<file path="src/rtl/fetch_pkg.sv">
// Shared types and constants for the instruction fetch sequencer.
// Holds the fetch FSM encoding and the fetch-target legality check.
package fetch_pkg;

    localparam int XLEN       = 64;
    localparam int INST_BYTES = 4;
    localparam int BYTE_IDX_W = 2;

    typedef enum logic [1:0] {
        FETCH = 2'd0,
        HOLD  = 2'd1,
        FAULT = 2'd2
    } fetch_state_e;

    // Target is illegal when misaligned or when the whole instruction does not fit below limit.
    function automatic logic fetch_target_bad(input logic [XLEN-1:0] addr,
                                              input logic [XLEN:0]   limit);
        logic [XLEN:0] end_s;
        end_s = {1'b0, addr} + (XLEN+1)'(INST_BYTES);
        return (addr[1:0] != 2'b00) || (end_s > limit);
    endfunction

endpackage

</file>
<file path="src/rtl/inst_byte_assembler.sv">
// Four byte lanes gathered one at a time into a 32-bit little-endian word.
// Lane 0 is the least significant byte of the assembled instruction.
module inst_byte_assembler
    import fetch_pkg::*;
(
    input  logic                  clk,
    input  logic                  clr,
    input  logic                  wr_en,
    input  logic [BYTE_IDX_W-1:0] lane_sel,
    input  logic [7:0]            wr_byte,
    output logic [31:0]           word
);

    logic [7:0] lanes_r [INST_BYTES];

    // Lane storage: clear wins over write.
    always_ff @(posedge clk) begin
        if (clr) begin
            for (int i = 0; i < INST_BYTES; i++) begin
                lanes_r[i] <= 8'h00;
            end
        end else if (wr_en) begin
            lanes_r[lane_sel] <= wr_byte;
        end else begin
            lanes_r[lane_sel] <= lanes_r[lane_sel];
        end
    end

    // Concatenate lanes, lane 0 at bits [7:0].
    always_comb begin
        word = 32'h0000_0000;
        for (int i = 0; i < INST_BYTES; i++) begin
            word[i*8 +: 8] = lanes_r[i];
        end
    end

endmodule

</file>
<file path="src/rtl/inst_fetch_sequencer.sv">
// Owns the PC and walks a byte-wide memory to present 32-bit instructions
// to decode over valid/ready; redirects reload the PC and drop partial fetches.
module inst_fetch_sequencer
    import fetch_pkg::*;
#(
    parameter logic [63:0] RESET_PC  = 64'd0,
    parameter int unsigned MEM_BYTES = 16
)(
    input  logic            clk,
    input  logic            reset_n,
    input  logic            enable,
    output logic [XLEN-1:0] mem_addr,
    input  logic [7:0]      mem_rdata,
    input  logic            redirect_valid,
    input  logic [XLEN-1:0] redirect_pc,
    output logic            inst_valid,
    input  logic            inst_ready,
    output logic [31:0]     inst_data,
    output logic [XLEN-1:0] inst_pc,
    output logic            fault
);

    localparam logic [XLEN:0] MEM_LIMIT = (XLEN+1)'(MEM_BYTES);

    fetch_state_e          state_r, state_s;
    logic [XLEN-1:0]       pc_r, pc_s;
    logic [BYTE_IDX_W-1:0] byte_idx_r, byte_idx_s;
    logic                  inst_valid_r, inst_valid_s;
    logic [XLEN-1:0]       inst_pc_r, inst_pc_s;
    logic                  fault_r, fault_s;
    logic [XLEN-1:0]       mem_addr_r, mem_addr_s;
    logic                  capture_s;
    logic                  lane_clr_s;

    // Next-state, PC and handshake decisions; redirect takes priority over everything.
    always_comb begin
        state_s      = state_r;
        pc_s         = pc_r;
        byte_idx_s   = byte_idx_r;
        inst_valid_s = inst_valid_r;
        inst_pc_s    = inst_pc_r;
        fault_s      = fault_r;
        capture_s    = 1'b0;
        if (redirect_valid) begin
            pc_s         = redirect_pc;
            byte_idx_s   = 2'd0;
            inst_valid_s = 1'b0;
            if (fetch_target_bad(redirect_pc, MEM_LIMIT)) begin
                state_s = FAULT;
                fault_s = 1'b1;
            end else begin
                state_s = FETCH;
                fault_s = 1'b0;
            end
        end else begin
            case (state_r)
                FETCH: begin
                    if ((byte_idx_r == 2'd0) && fetch_target_bad(pc_r, MEM_LIMIT)) begin
                        state_s      = FAULT;
                        fault_s      = 1'b1;
                        inst_valid_s = 1'b0;
                    end else if (enable) begin
                        capture_s = 1'b1;
                        if (byte_idx_r == 2'd3) begin
                            byte_idx_s   = 2'd0;
                            inst_valid_s = 1'b1;
                            inst_pc_s    = pc_r;
                            state_s      = HOLD;
                        end else begin
                            byte_idx_s = byte_idx_r + 2'd1;
                        end
                    end else begin
                        byte_idx_s = byte_idx_r;
                    end
                end
                HOLD: begin
                    if (inst_ready) begin
                        pc_s         = pc_r + 64'd4;
                        byte_idx_s   = 2'd0;
                        inst_valid_s = 1'b0;
                        // Check the sequential target now so no cycle is spent in FETCH.
                        if (fetch_target_bad(pc_r + 64'd4, MEM_LIMIT)) begin
                            state_s = FAULT;
                            fault_s = 1'b1;
                        end else begin
                            state_s = FETCH;
                        end
                    end else begin
                        state_s = HOLD;
                    end
                end
                FAULT: begin
                    state_s = FAULT;
                end
                default: begin
                    state_s      = FETCH;
                    byte_idx_s   = 2'd0;
                    inst_valid_s = 1'b0;
                end
            endcase
        end
        mem_addr_s = pc_s + XLEN'(byte_idx_s);
    end

    // Sequential state and registered outputs.
    always_ff @(posedge clk) begin
        if (!reset_n) begin
            state_r      <= FETCH;
            pc_r         <= RESET_PC;
            byte_idx_r   <= 2'd0;
            inst_valid_r <= 1'b0;
            inst_pc_r    <= 64'd0;
            fault_r      <= 1'b0;
            mem_addr_r   <= RESET_PC;
        end else begin
            state_r      <= state_s;
            pc_r         <= pc_s;
            byte_idx_r   <= byte_idx_s;
            inst_valid_r <= inst_valid_s;
            inst_pc_r    <= inst_pc_s;
            fault_r      <= fault_s;
            mem_addr_r   <= mem_addr_s;
        end
    end

    assign lane_clr_s = !reset_n || redirect_valid;

    inst_byte_assembler u_assembler (
        .clk      (clk),
        .clr      (lane_clr_s),
        .wr_en    (capture_s),
        .lane_sel (byte_idx_r),
        .wr_byte  (mem_rdata),
        .word     (inst_data)
    );

    assign mem_addr   = mem_addr_r;
    assign inst_valid = inst_valid_r;
    assign inst_pc    = inst_pc_r;
    assign fault      = fault_r;

endmodule

</file>
<file path="config.mk">
export PLATFORM = sky130hd
export DESIGN_NAME = inst_fetch_sequencer
export DESIGN_NICKNAME = d
export VERILOG_FILES = /design/src/rtl/fetch_pkg.sv /design/src/rtl/inst_byte_assembler.sv /design/src/rtl/inst_fetch_sequencer.sv
export SDC_FILE = /design/constraint.sdc
export NUM_CORES = 1
export LEC_CHECK = 0
export BUFFER_PORTS_ARGS = -buffer_cell sky130_fd_sc_hd__buf_2
export CORE_MARGIN = 3
export CORE_UTILIZATION = 36
export DETAILED_ROUTE_END_ITERATION = 12
export HOLD_SLACK_MARGIN = 0.15
export MAX_ROUTING_LAYER = met4
export SLEW_MARGIN = 10
export SYNTH_ARGS = -nofsm -noshare
export SYNTH_HDL_FRONTEND = slang
export SYNTH_HIERARCHICAL = 1
export SYNTH_SLANG_ARGS = --single-unit
export TNS_END_PERCENT = 50
</file>
<file path="constraint.sdc">
create_clock -name clk -period 5.25 [get_ports clk]
set_clock_uncertainty 0.05 [all_clocks]
set_input_delay 0.525 -clock clk [delete_from_list [all_inputs] [get_ports clk]]
set_output_delay 0.525 -clock clk [all_outputs]
set_load 0.01 [all_outputs]
</file>
==> impl_results.rst, run 1 <==
.. list-table::
   :header-rows: 1

   * - Metric
     - Value
   * - Met2 GRT Util
     - 41.7%
   * - Largest incremental delay on the critical path
     - 460 ps
   * - Site Rows
     - 74
   * - Source-to-sink clock delay at the later pin of the worst-skew pair
     - 580 ps
   * - Most common cell in the netlist
     - sky130_fd_sc_hd__nor2_1
   * - Portion of netlist area occupied by mux cells
     - 6.76%
   * - Combinational family with the most area after synthesis
     - simple AND/OR/NAND/NOR gates
   * - Clock slew at reported path FFs
     - 60 ps
   * - Number of antenna repair diodes
     - 0
   * - Initial core utilization
     - 36.6%
   * - Clock sinks
     - 230
   * - Average via count per standard cell
     - 5.67
   * - Clock period minus worst slack
     - 5250 ps
   * - Drc violations
     - 0
   * - Fin util
     - 49.7%
   * - Initial detailed-routing violation count
     - 1886
   * - TritonCTS Buffers
     - 27
   * - Routability congestion estimate from global placement
     - 1.02
   * - Post-synthesis adder-cell area fraction
     - 0.803%
   * - Fraction of the mapped netlist area in compound gates
     - 11.9%
   * - Top cells by instance count after synthesis
     - 264 x sky130_fd_sc_hd__nor2_1, 198 x sky130_fd_sc_hd__dfxtp_1, 111 x sky130_fd_sc_hd__nand2_1
   * - All-Layer GR Usage
     - 28.5%
   * - Number of antenna violations at the first check in global routing
     - 1
   * - Power density normalized to cell area
     - 225 mW/mm²
   * - Max Cap Violations
     - 0
   * - Rel. slew slack
     - 35.6%
   * - Arrival time worst endpoint
     - 5660 ps
   * - Switching portion of total power
     - 28.0%
   * - Slowest CP cell
     - sky130_fd_sc_hd__or4_4
   * - Startpoint of the most critical register-to-register path
     - pc_r[16]
   * - Worst setup slack for register-to-register paths
     - -2 ps
   * - Endpoint kind of the worst setup timing path
     - register
   * - Routed length per instance
     - 22.0 µm
   * - Achievable Freq
     - 190 MHz
   * - Total setup violations reported at the end of the flow
     - 1
   * - Number of distinct standard cells referenced by the synthesized netlist
     - 88
   * - Maximum number of pins on one net before global-route repair
     - 93
   * - Top cells by area in the synthesized netlist
     - sky130_fd_sc_hd__dfxtp_1 26%, sky130_fd_sc_hd__nor2_1 6.6%, sky130_fd_sc_hd__edfxtp_1 6.4%
   * - Number of nets at the end of the flow
     - 2411
   * - Leak
     - 8.15 nW
   * - YS warnings
     - 6
   * - Number of vias after detailed routing
     - 16.3k
   * - Worst vdd rail ir drop
     - 0.000256 V
   * - Critical Path Most Common Cell
     - sky130_fd_sc_hd__buf_4
   * - Cells after synthesis
     - 1845
   * - Outcome
     - finished with violations
   * - Summed instance area of the synthesized netlist
     - 0.0150 mm²
   * - Share of Yosys cell area claimed by the top area cell type
     - 26.5%
   * - Net count after synthesis
     - 1931
   * - Share of the cycle needed by the critical path after routing
     - 100%
   * - Standard cell core area
     - 0.0409 mm²
   * - Final hold viol count
     - 0
   * - Psw
     - 1.28 mW
   * - XOR/XNOR Fraction of Synth Area
     - 9.81%
   * - Remaining global-route overflow
     - 0
   * - Die Span X
     - 210 µm
   * - Share of power burned in registers
     - 41.5%
   * - H-tree lvl count
     - 1
   * - Via count of the first global-routing pass
     - 15.6k
   * - Count of buffers inserted at the top-level ports
     - 238
   * - Setup WS post-layout
     - -1.83 ps
   * - Number of placed instances, taps included
     - 2805
   * - Worst setup path startpoint
     - pc_r[16]
   * - Post-synthesis area per instance
     - 8.11 µm²
   * - TritonRoute pass-1 iters
     - 6
   * - Most common flop cell mapped by yosys
     - sky130_fd_sc_hd__dfxtp_1
   * - Leading area contributor after synthesis
     - sky130_fd_sc_hd__dfxtp_1
   * - WS Path Type
     - reg2reg
   * - HPWL Detailed
     - 50700 µm
   * - Total wire length after detailed routing
     - 63400 µm
   * - Transition time at the pin with the least slew margin
     - 953 ps
   * - Met3 track demand over resource in global routing
     - 3.03%
   * - Die ar.
     - 0.0440 mm²
   * - Global-route wire length before repair
     - 95600 µm
   * - Boundary Pins
     - 239
   * - Worst Setup Start Kind
     - register
   * - Worst min-delay path startpoint
     - mem_rdata[7]
   * - Number of routed nets with antenna violations
     - 0
   * - Cell at the root of the clock tree
     - sky130_fd_sc_hd__clkbuf_16
   * - Fraction of layout cells with a size suffix above 1
     - 31.8%
   * - Proportion of synthesized chip area in sequential cells
     - 32.9%
   * - Total power after layout
     - 4.57 mW
   * - Clock share of power
     - 41.6%
   * - Biggest fanout along the worst timing path
     - 5
   * - Failing checks
     - setup timing
   * - Setup repair after global routing missed its margin
     - yes
   * - Pins Over Slew Limit
     - 0
   * - Area growth, synth to finish
     - 35.9%
   * - Flops & latches, synth
     - 230
   * - Top Usage Layer GRT
     - met1
   * - Height of the die
     - 210 µm
   * - Post-synthesis share of cell area spent on and, or, nand and nor gates
     - 33.5%
   * - Post-synth EDFFs
     - 32
   * - Internal power
     - 3.29 mW
   * - Fraction of power consumed by combinational cells
     - 16.9%
   * - Class of the tightest hold or removal check
     - in2reg
   * - CTS tree
     - yes
   * - Met1 routing resource usage after global routing
     - 42.5%
   * - Required time at the worst-slack endpoint
     - 5660 ps
   * - Fraction of registers with async set or reset after synthesis
     - 0%
   * - Final Instance Count excl. Fillers
     - 2877
   * - Buffers from clock root to sink, at most
     - 3
-- per-stage QoR --
| stage | setup TNS [ps] | hold WS, ps | setup WS (ps) | cell area [µm²] |
|---|---|---|---|---|
| after CTS | -13.6 | 231 | -8.23 | 20000 |
| final | -1.83 | 250 | -1.83 | 20300 |
| after global routing | -2470 | 248 | -231 | 20300 |
| after floorplan | -38.5 | 457 | -38.5 | 15200 |
| after global placement | -1590 | 416 | -203 | 18800 |
| after detailed placement | -3130 | 425 | -257 | 18800 |
-- power groups by stage --
stage | sequential (mW) | clock (mW) | combinational (mW)
4_1_cts | 1.90 | 1.93 | 0.750
2_1_floorplan | 1.94 | 0 | 0.381
6_report | 1.90 | 1.90 | 0.773
5_1_grt | 1.91 | 2.00 | 0.827
3_3_place_gp | 1.93 | 0 | 0.741
3_5_place_dp | 1.93 | 0 | 0.741
-- metal layers --
metal	wire [µm]	part of all wire, %
met5	0	0
met4	1230	1.9
met3	4460	7.0
met2	26900	42
met1	30800	49
-- cell usage in the layout, fill, tap and decap left out, drive strengths merged, types with 42 or more instances in the layout --
master / synthesis / final
nand3: 75 / 75
nor2: 264 / 264
clkbuf: 87 / 42
xnor2: 101 / 101
nor3: 70 / 70
a21oi: 42 / 42
nand2: 111 / 111
xor2: 64 / 64
dfxtp: 198 / 198
nor4: 79 / 79
and2: 73 / 73
mux2i: 95 / 95
nand4: 67 / 67
buf: 40 / 578
-- area by class of cell --
cell class	instances	area, µm²
clock inverter	7	97.6
timing repair buffer	578	3820
multi-input combinational	1461	9890
sequential	230	4960
inverter	27	104
fill	3976	20600
tap	532	666
clock buffer	42	792
-- flip-flops by register name (all words and copies together) (netlist names) --
signal	count
inst_pc	64
fault	1
pc_r	64
u_assembler/lanes_r	32
byte_idx_r	2
inst_valid	1
mem_addr	64
state_r	2
-- final timing paths --
path | endpoint | depth (start not counted)
worst max-delay path | mem_addr[50] | 25
worst min-delay path | u_assembler/lanes_r[3][7] | 2
worst max register to register | mem_addr[50] | 25
worst min register to register | inst_pc[12] | 2
-- worst max-delay path, delay by kind of cell, from the launching register on --
| family | cells | cell delay [ps] |
|---|---|---|
| AND/OR/NAND/NOR | 14 | 2880 |
| XOR/XNOR | 1 | 170 |
| buffers and inverters | 5 | 840 |
| flip-flops | 1 | 350 |
| adder cells (fa/ha/maj) | 2 | 390 |
| AO/OA/AOI/OAI | 3 | 460 |
-- kinds of logic after synthesis --
logic type,after synthesis
AND/OR/NAND/NOR,932
AO/OA/AOI/OAI,254
flip-flops,230
XOR/XNOR,166
buffers and inverters,154
multiplexers,100
adder cells (fa/ha/maj),9
-- repair_timing --
action	CTS	global route
buffers inserted	20	6
pin swaps	20	30
setup endpoints to repair	30	41
gates cloned	0	0
hold buffers	0	0
resized for setup	42	54
(Power assumes the default switching activity.)
==> run 2: changes to the inputs <==
- CORE_MARGIN: 3 -> 1.5
==> run 2 against run 1 <==
Flip-flop and latch count unchanged. Highest routed layer unchanged. The flow still finishes with violations (setup timing). Critical endpoint unchanged. Worst setup slack got worse by 14 ps. Maximum frequency shrank 0.26%.
==> impl_results.rst, run 2 (synthesis results as in run 1) <==
.. list-table::
   :header-rows: 1

   * - Metric
     - Value
   * - Die Span X
     - 207 µm (was 210 µm)
   * - Clock slew at reported path FFs
     - 60 ps (about the same)
   * - Height of the die
     - 207 µm (was 210 µm)
   * - Fin util
     - 49.9% (was 49.7%)
   * - Failing checks
     - setup timing (unchanged)
   * - Number of placed instances, taps included
     - 2824 (was 2805)
   * - HPWL Detailed
     - 49700 µm (was 50700 µm)
   * - Global-route wire length before repair
     - 93000 µm (was 95600 µm)
   * - TritonCTS Buffers
     - 27 (unchanged)
   * - Average via count per standard cell
     - 5.61 (was 5.67)
   * - Biggest fanout along the worst timing path
     - 5 (unchanged)
   * - Initial core utilization
     - 36.6% (unchanged)
   * - Cell type group with the largest total delay on the critical path
     - simple AND/OR/NAND/NOR gates (unchanged)
   * - H-tree lvl count
     - 1 (unchanged)
   * - Achievable Freq
     - 190 MHz (about the same)
   * - CTS tree
     - yes (unchanged)
   * - Number of vias after detailed routing
     - 16.3k (about the same)
   * - Cell area reported after detailed placement
     - 0.0190 mm² (was 0.0188 mm²)
   * - Outcome
     - finished with violations (unchanged)
   * - Routed length per instance
     - 21.5 µm (was 22.0 µm)
   * - Endpoint kind of the worst setup timing path
     - register (unchanged)
   * - Leak
     - 8.23 nW (was 8.15 nW)
   * - Bufs and invs on worst path
     - 2 (was 5)
   * - Final Instance Count excl. Fillers
     - 2897 (was 2877)
   * - Pins Over Slew Limit
     - 0 (unchanged)
   * - Clock period minus worst slack
     - 5270 ps (was 5250 ps)
   * - Fraction of layout cells with a size suffix above 1
     - 31.6% (was 31.8%)
   * - Final Instance Area
     - 0.0204 mm² (was 0.0203 mm²)
   * - Class of the tightest hold or removal check
     - in2reg (unchanged)
   * - Power density normalized to cell area
     - 224 mW/mm² (was 225 mW/mm²)
   * - Number of routed nets with antenna violations
     - 0 (unchanged)
   * - Setup WS post-layout
     - -15.5 ps (was -1.83 ps)
   * - Commonest cells after routing, fill and taps aside
     - 350 x sky130_fd_sc_hd__buf_4, 260 x sky130_fd_sc_hd__nor2_1, 238 x sky130_fd_sc_hd__buf_2 (was 330 x sky130_fd_sc_hd__buf_4, 258 x sky130_fd_sc_hd__nor2_1, 238 x sky130_fd_sc_hd__buf_2)
   * - Number of fillers in the final layout
     - 4067 (was 3976)
   * - Drc violations
     - 0 (unchanged)
   * - Source-to-sink clock delay at the later pin of the worst-skew pair
     - 560 ps (was 580 ps)
   * - Most common cell after layout, fill and taps aside
     - sky130_fd_sc_hd__buf_4 (unchanged)
   * - Number of hold buffers added after cts
     - 0 (unchanged)
   * - Via count of the first global-routing pass
     - 15.3k (was 15.6k)
   * - Largest incremental delay on the critical path
     - 550 ps (was 460 ps)
   * - WS Path Type
     - reg2reg (unchanged)
   * - Initial detailed-routing violation count
     - 1527 (was 1886)
   * - Top Layer Used
     - met4 (unchanged)
   * - Worst vdd rail ir drop
     - 0.000220 V (was 0.000256 V)
   * - Number of antenna violations at the first check in global routing
     - 0 (was 1)
   * - Total setup violations reported at the end of the flow
     - 1 (unchanged)
   * - Worst Setup Start Kind
     - register (unchanged)
   * - Remaining global-route overflow
     - 0 (unchanged)
   * - Met2 layer wire length in the routed design
     - 26200 µm (was 26900 µm)
   * - Routability congestion estimate from global placement
     - 0.947 (was 1.02)
   * - Setup repair after global routing missed its margin
     - yes (unchanged)
   * - Worst slack after detailed placement
     - -241 ps (was -257 ps)
   * - Buffers from clock root to sink, at most
     - 3 (unchanged)
   * - TritonRoute pass-1 iters
     - 6 (unchanged)
   * - Boundary Pins
     - 239 (unchanged)
   * - Arrival time worst endpoint
     - 5650 ps (was 5660 ps)
   * - Final setup TNS
     - -15.5 ps (was -1.83 ps)
   * - Final hold viol count
     - 0 (unchanged)
   * - Cell at the root of the clock tree
     - sky130_fd_sc_hd__clkbuf_16 (unchanged)
   * - List of cells traversed by the critical path
     - ha_4 > nand3_4 > nor4_4 > buf_6 > nand3_4 > xnor2_2 > a41o_1 > or3_1 > or4_4 > o21ai_4 > nand3_2 > mux2i_4 > nor2_4 > buf_4 > fa_2 > nand2b_4 > nor2b_4 > nand4_1 > nand3b_1 > or3_1 > xnor2_1 > nor2_1
   * - Met1 wire length
     - 29600 µm (was 30800 µm)
   * - Total power after layout
     - 4.57 mW (about the same)
   * - Maximum number of pins on one net before global-route repair
     - 97 (was 93)
   * - All-Layer GR Usage
     - 29.3% (was 28.5%)
   * - Site Rows
     - 74 (unchanged)
   * - Slowest CP cell
     - sky130_fd_sc_hd__or4_4 (unchanged)
   * - Clock sinks
     - 230 (unchanged)
   * - Routed wl met3
     - 5130 µm (was 4460 µm)
   * - Share of the cycle needed by the critical path after routing
     - 100% (about the same)
   * - Rel. slew slack
     - 34.1% (was 35.6%)
   * - Number of antenna repair diodes
     - 0 (unchanged)
   * - WHS
     - 265 ps (was 250 ps)
   * - Max Cap Violations
     - 0 (unchanged)
   * - Area growth, synth to finish
     - 36.4% (was 35.9%)
   * - Transition time at the pin with the least slew margin
     - 988 ps (was 953 ps)
   * - Count of buffers inserted at the top-level ports
     - 238 (unchanged)
   * - Standard cell core area
     - 0.0409 mm² (unchanged)
   * - Die ar.
     - 0.0428 mm² (was 0.0440 mm²)
   * - Required time at the worst-slack endpoint
     - 5630 ps (was 5660 ps)
   * - Number of nets at the end of the flow
     - 2431 (was 2411)
   * - Total wire length after detailed routing
     - 62400 µm (was 63400 µm)
[run 2: routing by layer]
layer / GRT usage [%] / vias up
met5: - / -
met3: 4.30 / 91
met1: 42.8 / 7718
met4: 6.99 / 0
met2: 42.1 / 709
li1: - / 7738
[run 2: power breakdown]
part / internal, mW / switching (mW) / leakage, nW
logic: 0.316 / 0.471 / 5.82
registers: 1.85 / 0.0412 / 1.98
clock network: 1.12 / 0.763 / 0.423
[run 2: area by class of cell]
| cell class | count | area (µm²) | area share [%] |
|---|---|---|---|
| clock buffers | 37 | 733 | 3.59 |
| inverters | 27 | 104 | 0.509 |
| well taps | 532 | 666 | 3.26 |
| flip-flops and latches | 230 | 4950 | 24.2 |
| repair buffers | 598 | 3980 | 19.5 |
| clock inverters | 12 | 146 | 0.717 |
| multi-input cells | 1461 | 9840 | 48.2 |
[run 2: worst paths after layout]
check | start | endpoint | slack (ps) | depth (start not counted)
setup reg to reg | pc_r[3] | mem_addr[50] | -20 | 22
hold / removal | mem_rdata[3] | u_assembler/lanes_r[0][3] | 260 | 2
hold reg to reg | inst_pc[7] | inst_pc[7] | 440 | 2
setup / recovery | pc_r[3] | mem_addr[50] | -20 | 22
[run 2: worst reg2reg max path, cell delays in order (launching register included)]
cell and delay (ps):
sky130_fd_sc_hd__dfxtp_4 370, sky130_fd_sc_hd__ha_4 150, sky130_fd_sc_hd__nand3_4 90, sky130_fd_sc_hd__nor4_4 370, sky130_fd_sc_hd__buf_6 190, sky130_fd_sc_hd__nand3_4 80, sky130_fd_sc_hd__xnor2_2 170, sky130_fd_sc_hd__a41o_1 220
sky130_fd_sc_hd__or3_1 370, sky130_fd_sc_hd__or4_4 550, sky130_fd_sc_hd__o21ai_4 220, sky130_fd_sc_hd__nand3_2 150, sky130_fd_sc_hd__mux2i_4 230, sky130_fd_sc_hd__nor2_4 190, sky130_fd_sc_hd__buf_4 150, sky130_fd_sc_hd__fa_2 230
sky130_fd_sc_hd__nand2b_4 70, sky130_fd_sc_hd__nor2b_4 120, sky130_fd_sc_hd__nand4_1 250, sky130_fd_sc_hd__nand3b_1 340, sky130_fd_sc_hd__or3_1 370, sky130_fd_sc_hd__xnor2_1 170, sky130_fd_sc_hd__nor2_1 60
[run 2: timing repair]
action / 4_1_cts / 5_1_grt
hold endpoints to repair: 0 / 0
pin swaps: 21 / 33
setup endpoints to repair: 14 / 39
gates cloned: 0 / 1
gates resized for setup: 23 / 52
buffers inserted: 12 / 15
==> run 3: changes to the inputs <==
- ABC_AREA: not set -> 1
- CORE_UTILIZATION: 36 -> 25
==> run 3 against run 2 <==
The flow still finishes with violations (setup timing). Via count increased by 31%. Sequential share of layout area decreased by 3.1 points. Critical path depth increased by 15. Critical path type unchanged. Largest power group unchanged.
==> impl_results.rst, run 3 <==
.. list-table::
   :header-rows: 1

   * - Metric
     - Value
   * - Outcome
     - finished with violations (unchanged)
   * - Failing checks
     - setup timing (unchanged)
   * - Boundary Pins
     - 239 (unchanged)
   * - Proportion of synthesized chip area in sequential cells
     - 29.1% (was 32.9%)
   * - Power density normalized to cell area
     - 207 mW/mm² (was 224 mW/mm²)
   * - Clock sinks
     - 230 (unchanged)
   * - Cell at the root of the clock tree
     - sky130_fd_sc_hd__clkbuf_16 (unchanged)
   * - Number of antenna violations at the first check in global routing
     - 1 (was 0)
   * - Total setup violations reported at the end of the flow
     - 4 (was 1)
   * - Leak
     - 10.9 nW (was 8.23 nW)
   * - Site Rows
     - 95 (was 74)
   * - Top cells by instance count after synthesis
     - 696 x sky130_fd_sc_hd__nand2_1, 638 x sky130_fd_sc_hd__nor2_1, 324 x sky130_fd_sc_hd__inv_1 (was 264 x sky130_fd_sc_hd__nor2_1, 198 x sky130_fd_sc_hd__dfxtp_1, 111 x sky130_fd_sc_hd__nand2_1)
   * - Most common cell after layout, fill and taps aside
     - sky130_fd_sc_hd__nand2_1 (was sky130_fd_sc_hd__buf_4)
   * - Number of hold buffers added after cts
     - 0 (unchanged)
   * - Met3 track demand over resource in global routing
     - 2.80% (was 4.30%)
   * - H-tree lvl count
     - 1 (unchanged)
   * - Achievable Freq
     - 189 MHz (was 190 MHz)
   * - Most common flop cell mapped by yosys
     - sky130_fd_sc_hd__dfxtp_1 (unchanged)
   * - Slowest CP cell
     - sky130_fd_sc_hd__dfxtp_4 (was sky130_fd_sc_hd__or4_4)
   * - Net count after synthesis
     - 2966 (was 1931)
   * - Average via count per standard cell
     - 4.86 (was 5.61)
   * - CTS tree
     - yes (unchanged)
   * - Clock slew at reported path FFs
     - 70 ps (was 60 ps)
   * - Final Instance Area
     - 0.0237 mm² (was 0.0204 mm²)
   * - Cell area reported after detailed placement
     - 0.0216 mm² (was 0.0190 mm²)
   * - HPWL Detailed
     - 70600 µm (was 49700 µm)
   * - Number of placed instances, taps included
     - 4284 (was 2824)
   * - Share of the cycle needed by the critical path after routing
     - 101% (was 100%)
   * - Transition time at the pin with the least slew margin
     - 1000 ps (was 988 ps)
   * - Leading area contributor after synthesis
     - sky130_fd_sc_hd__dfxtp_1 (unchanged)
   * - Maximum number of pins on one net before global-route repair
     - 65 (was 97)
   * - Worst vdd rail ir drop
     - 0.000221 V (was 0.000220 V)
   * - Clock period minus worst slack
     - 5290 ps (was 5270 ps)
   * - Fraction of layout cells with a size suffix above 1
     - 27.7% (was 31.6%)
   * - Share of Yosys cell area claimed by the top area cell type
     - 23.4% (was 26.5%)
   * - Die ar.
     - 0.0692 mm² (was 0.0428 mm²)
   * - Flops & latches, synth
     - 230 (unchanged)
   * - Max Cap Violations
     - 0 (unchanged)
   * - Remaining global-route overflow
     - 0 (unchanged)
   * - Total wire length after detailed routing
     - 85400 µm (was 62400 µm)
   * - Worst Setup Start Kind
     - register (unchanged)
   * - Routed length per instance
     - 19.4 µm (was 21.5 µm)
   * - Fin util
     - 35.3% (was 49.9%)
   * - Required time at the worst-slack endpoint
     - 5640 ps (was 5630 ps)
   * - Rel. slew slack
     - 32.3% (was 34.1%)
   * - Top cells by area in the synthesized netlist
     - sky130_fd_sc_hd__dfxtp_1 23%, sky130_fd_sc_hd__nand2_1 15%, sky130_fd_sc_hd__nor2_1 14% (was sky130_fd_sc_hd__dfxtp_1 26%, sky130_fd_sc_hd__nor2_1 6.6%, sky130_fd_sc_hd__edfxtp_1 6.4%)
   * - Cells after synthesis
     - 2880 (was 1845)
   * - Post-synth EDFFs
     - 32 (unchanged)
   * - Drc violations
     - 0 (unchanged)
   * - Arrival time worst endpoint
     - 5680 ps (was 5650 ps)
   * - Number of nets at the end of the flow
     - 3585 (was 2431)
   * - Height of the die
     - 263 µm (was 207 µm)
   * - Top Usage Layer GRT
     - met2 (was met1)
   * - Final Instance Count excl. Fillers
     - 4395 (was 2897)
   * - Standard cell core area
     - 0.0670 mm² (was 0.0409 mm²)
   * - Die Span X
     - 263 µm (was 207 µm)
   * - Setup repair after global routing missed its margin
     - yes (unchanged)
   * - Commonest cells after routing, fill and taps aside
     - 668 x sky130_fd_sc_hd__nand2_1, 605 x sky130_fd_sc_hd__nor2_1, 402 x sky130_fd_sc_hd__buf_4 (was 350 x sky130_fd_sc_hd__buf_4, 260 x sky130_fd_sc_hd__nor2_1, 238 x sky130_fd_sc_hd__buf_2)
   * - Count of buffers inserted at the top-level ports
     - 238 (unchanged)
   * - Pins Over Slew Limit
     - 0 (unchanged)
   * - Initial detailed-routing violation count
     - 1921 (was 1527)
   * - Global-route wire length before repair
     - 127000 µm (was 93000 µm)
   * - Most common cell in the netlist
     - sky130_fd_sc_hd__nand2_1 (was sky130_fd_sc_hd__nor2_1)
   * - Final hold viol count
     - 0 (unchanged)
   * - Biggest fanout along the worst timing path
     - 6 (was 5)
   * - Met2 GRT Util
     - 39.4% (was 42.1%)
   * - All-Layer GR Usage
     - 24.7% (was 29.3%)
   * - Number of distinct standard cells referenced by the synthesized netlist
     - 52 (was 88)
   * - WHS
     - 239 ps (was 265 ps)
   * - Summed instance area of the synthesized netlist
     - 0.0169 mm² (was 0.0150 mm²)
   * - YS warnings
     - 6 (unchanged)
   * - Via count of the first global-routing pass
     - 20.6k (was 15.3k)
   * - Post-synthesis area per instance
     - 5.87 µm² (was 8.11 µm²)
   * - Initial core utilization
     - 25.2% (was 36.6%)
   * - Largest incremental delay on the critical path
     - 390 ps (was 550 ps)
   * - Number of routed nets with antenna violations
     - 0 (unchanged)
   * - Number of vias after detailed routing
     - 21.4k (was 16.3k)
   * - Source-to-sink clock delay at the later pin of the worst-skew pair
     - 590 ps (was 560 ps)
   * - Setup WS post-layout
     - -41.7 ps (was -15.5 ps)
   * - WS Path Type
     - reg2reg (unchanged)
   * - Class of the tightest hold or removal check
     - in2reg (unchanged)
   * - Number of fillers in the final layout
     - 7538 (was 4067)
   * - Area growth, synth to finish
     - 39.8% (was 36.4%)
   * - Fraction of registers with async set or reset after synthesis
     - 0% (unchanged)
   * - Critical Path Most Common Cell
     - sky130_fd_sc_hd__nand2_1
   * - Buffers from clock root to sink, at most
     - 3 (unchanged)
   * - TritonRoute pass-1 iters
     - 6 (unchanged)
   * - TritonCTS Buffers
     - 29 (was 27)
   * - Met1 routing resource usage after global routing
     - 32.8% (was 42.8%)
   * - Endpoint kind of the worst setup timing path
     - register (unchanged)
   * - Routability congestion estimate from global placement
     - 1.01 (was 0.947)
## run 3: cell count changes after synthesis, sizes merged, moves of 55 or more
cell,previous run,this run
nand2,111,721
nor2,264,690
inv,26,347
o21ai,40,223
nand3,75,181
mux2i,95,0
xnor2,101,6
a21oi,42,125
and2,73,2
nor4,79,23
clkbuf,87,32
## run 3: final cells by class
| cell class | instances | area, µm² | share of cell area, % |
|---|---|---|---|
| antenna | 1 | 2.50 | 0.0106 |
| clock buffer | 36 | 782 | 3.31 |
| clock inverter | 17 | 126 | 0.534 |
| inverter | 349 | 1310 | 5.54 |
| multi-input combinational | 2235 | 10900 | 46.2 |
| sequential | 230 | 5000 | 21.2 |
| tap | 873 | 1090 | 4.62 |
| timing repair buffer | 654 | 4420 | 18.7 |
## run 3: logic make-up (layout without fill, tap and decap cells)
| logic type | Yosys count | count (layout) | share of synthesized area [%] |
|---|---|---|---|
| flops | 230 | 230 | 29.1 |
| xor+xnor | 31 | 31 | 1.60 |
| fa+ha+maj | 9 | 9 | 0.710 |
| simple gates | 1795 | 1795 | 46.0 |
| buf+inv | 415 | 1056 | 9.75 |
| other cells | 0 | 1 | 0 |
| compound gates | 400 | 400 | 12.8 |
## run 3: path summary, 6_finish.rpt
| kind | cells past startpoint | to | slack [ps] | from |
|---|---|---|---|---|
| max reg2reg | 37 | mem_addr[45] | -40 | pc_r[22] |
| min reg2reg | 2 | fault | 410 | fault |
| max | 37 | mem_addr[45] | -40 | pc_r[22] |
| min | 3 | pc_r[1] | 240 | redirect_pc[1] |
## run 3: worst max-delay path, delay by kind of cell (launching register included)
kind | cells | cell delay, ps
simple gates | 25 | 3110
buf+inv | 7 | 890
compound gates | 4 | 400
flops | 1 | 390
fa+ha+maj | 1 | 270
## run 3: routing by layer
metal  vias up  share of wire, %
met5         -                 0
met4         0               2.9
met3       120               6.1
met2       747                45
met1      9957                46
li1      10500                 -
## run 3: report_power, final
group	switching, mW	leakage [nW]	internal (mW)
Clock	0.839	0.447	1.10
Sequential	0.0825	2.00	1.87
Combinational	0.659	8.45	0.348
Total	1.58	10.9	3.32
## run 3: stage by stage
| step | power (mW) | TNS (ps) | setup slack, ps |
|---|---|---|---|
| floorplan | 2.41 | 0 | 496 |
| global placement | 2.93 | -22930 | -835 |
| detailed placement | 2.92 | -17210 | -695 |
| CTS | 4.91 | -1830 | -195 |
| global route | 5.11 | -4180 | -259 |
| finish | 4.90 | -76.5 | -41.7 |
## run 3: what timing repair did
item / CTS / global route
setup buffers: 43 / 18
gates cloned: 0 / 0
gates resized for setup: 121 / 108
pin swaps: 62 / 54
setup endpoints to repair: 46 / 44
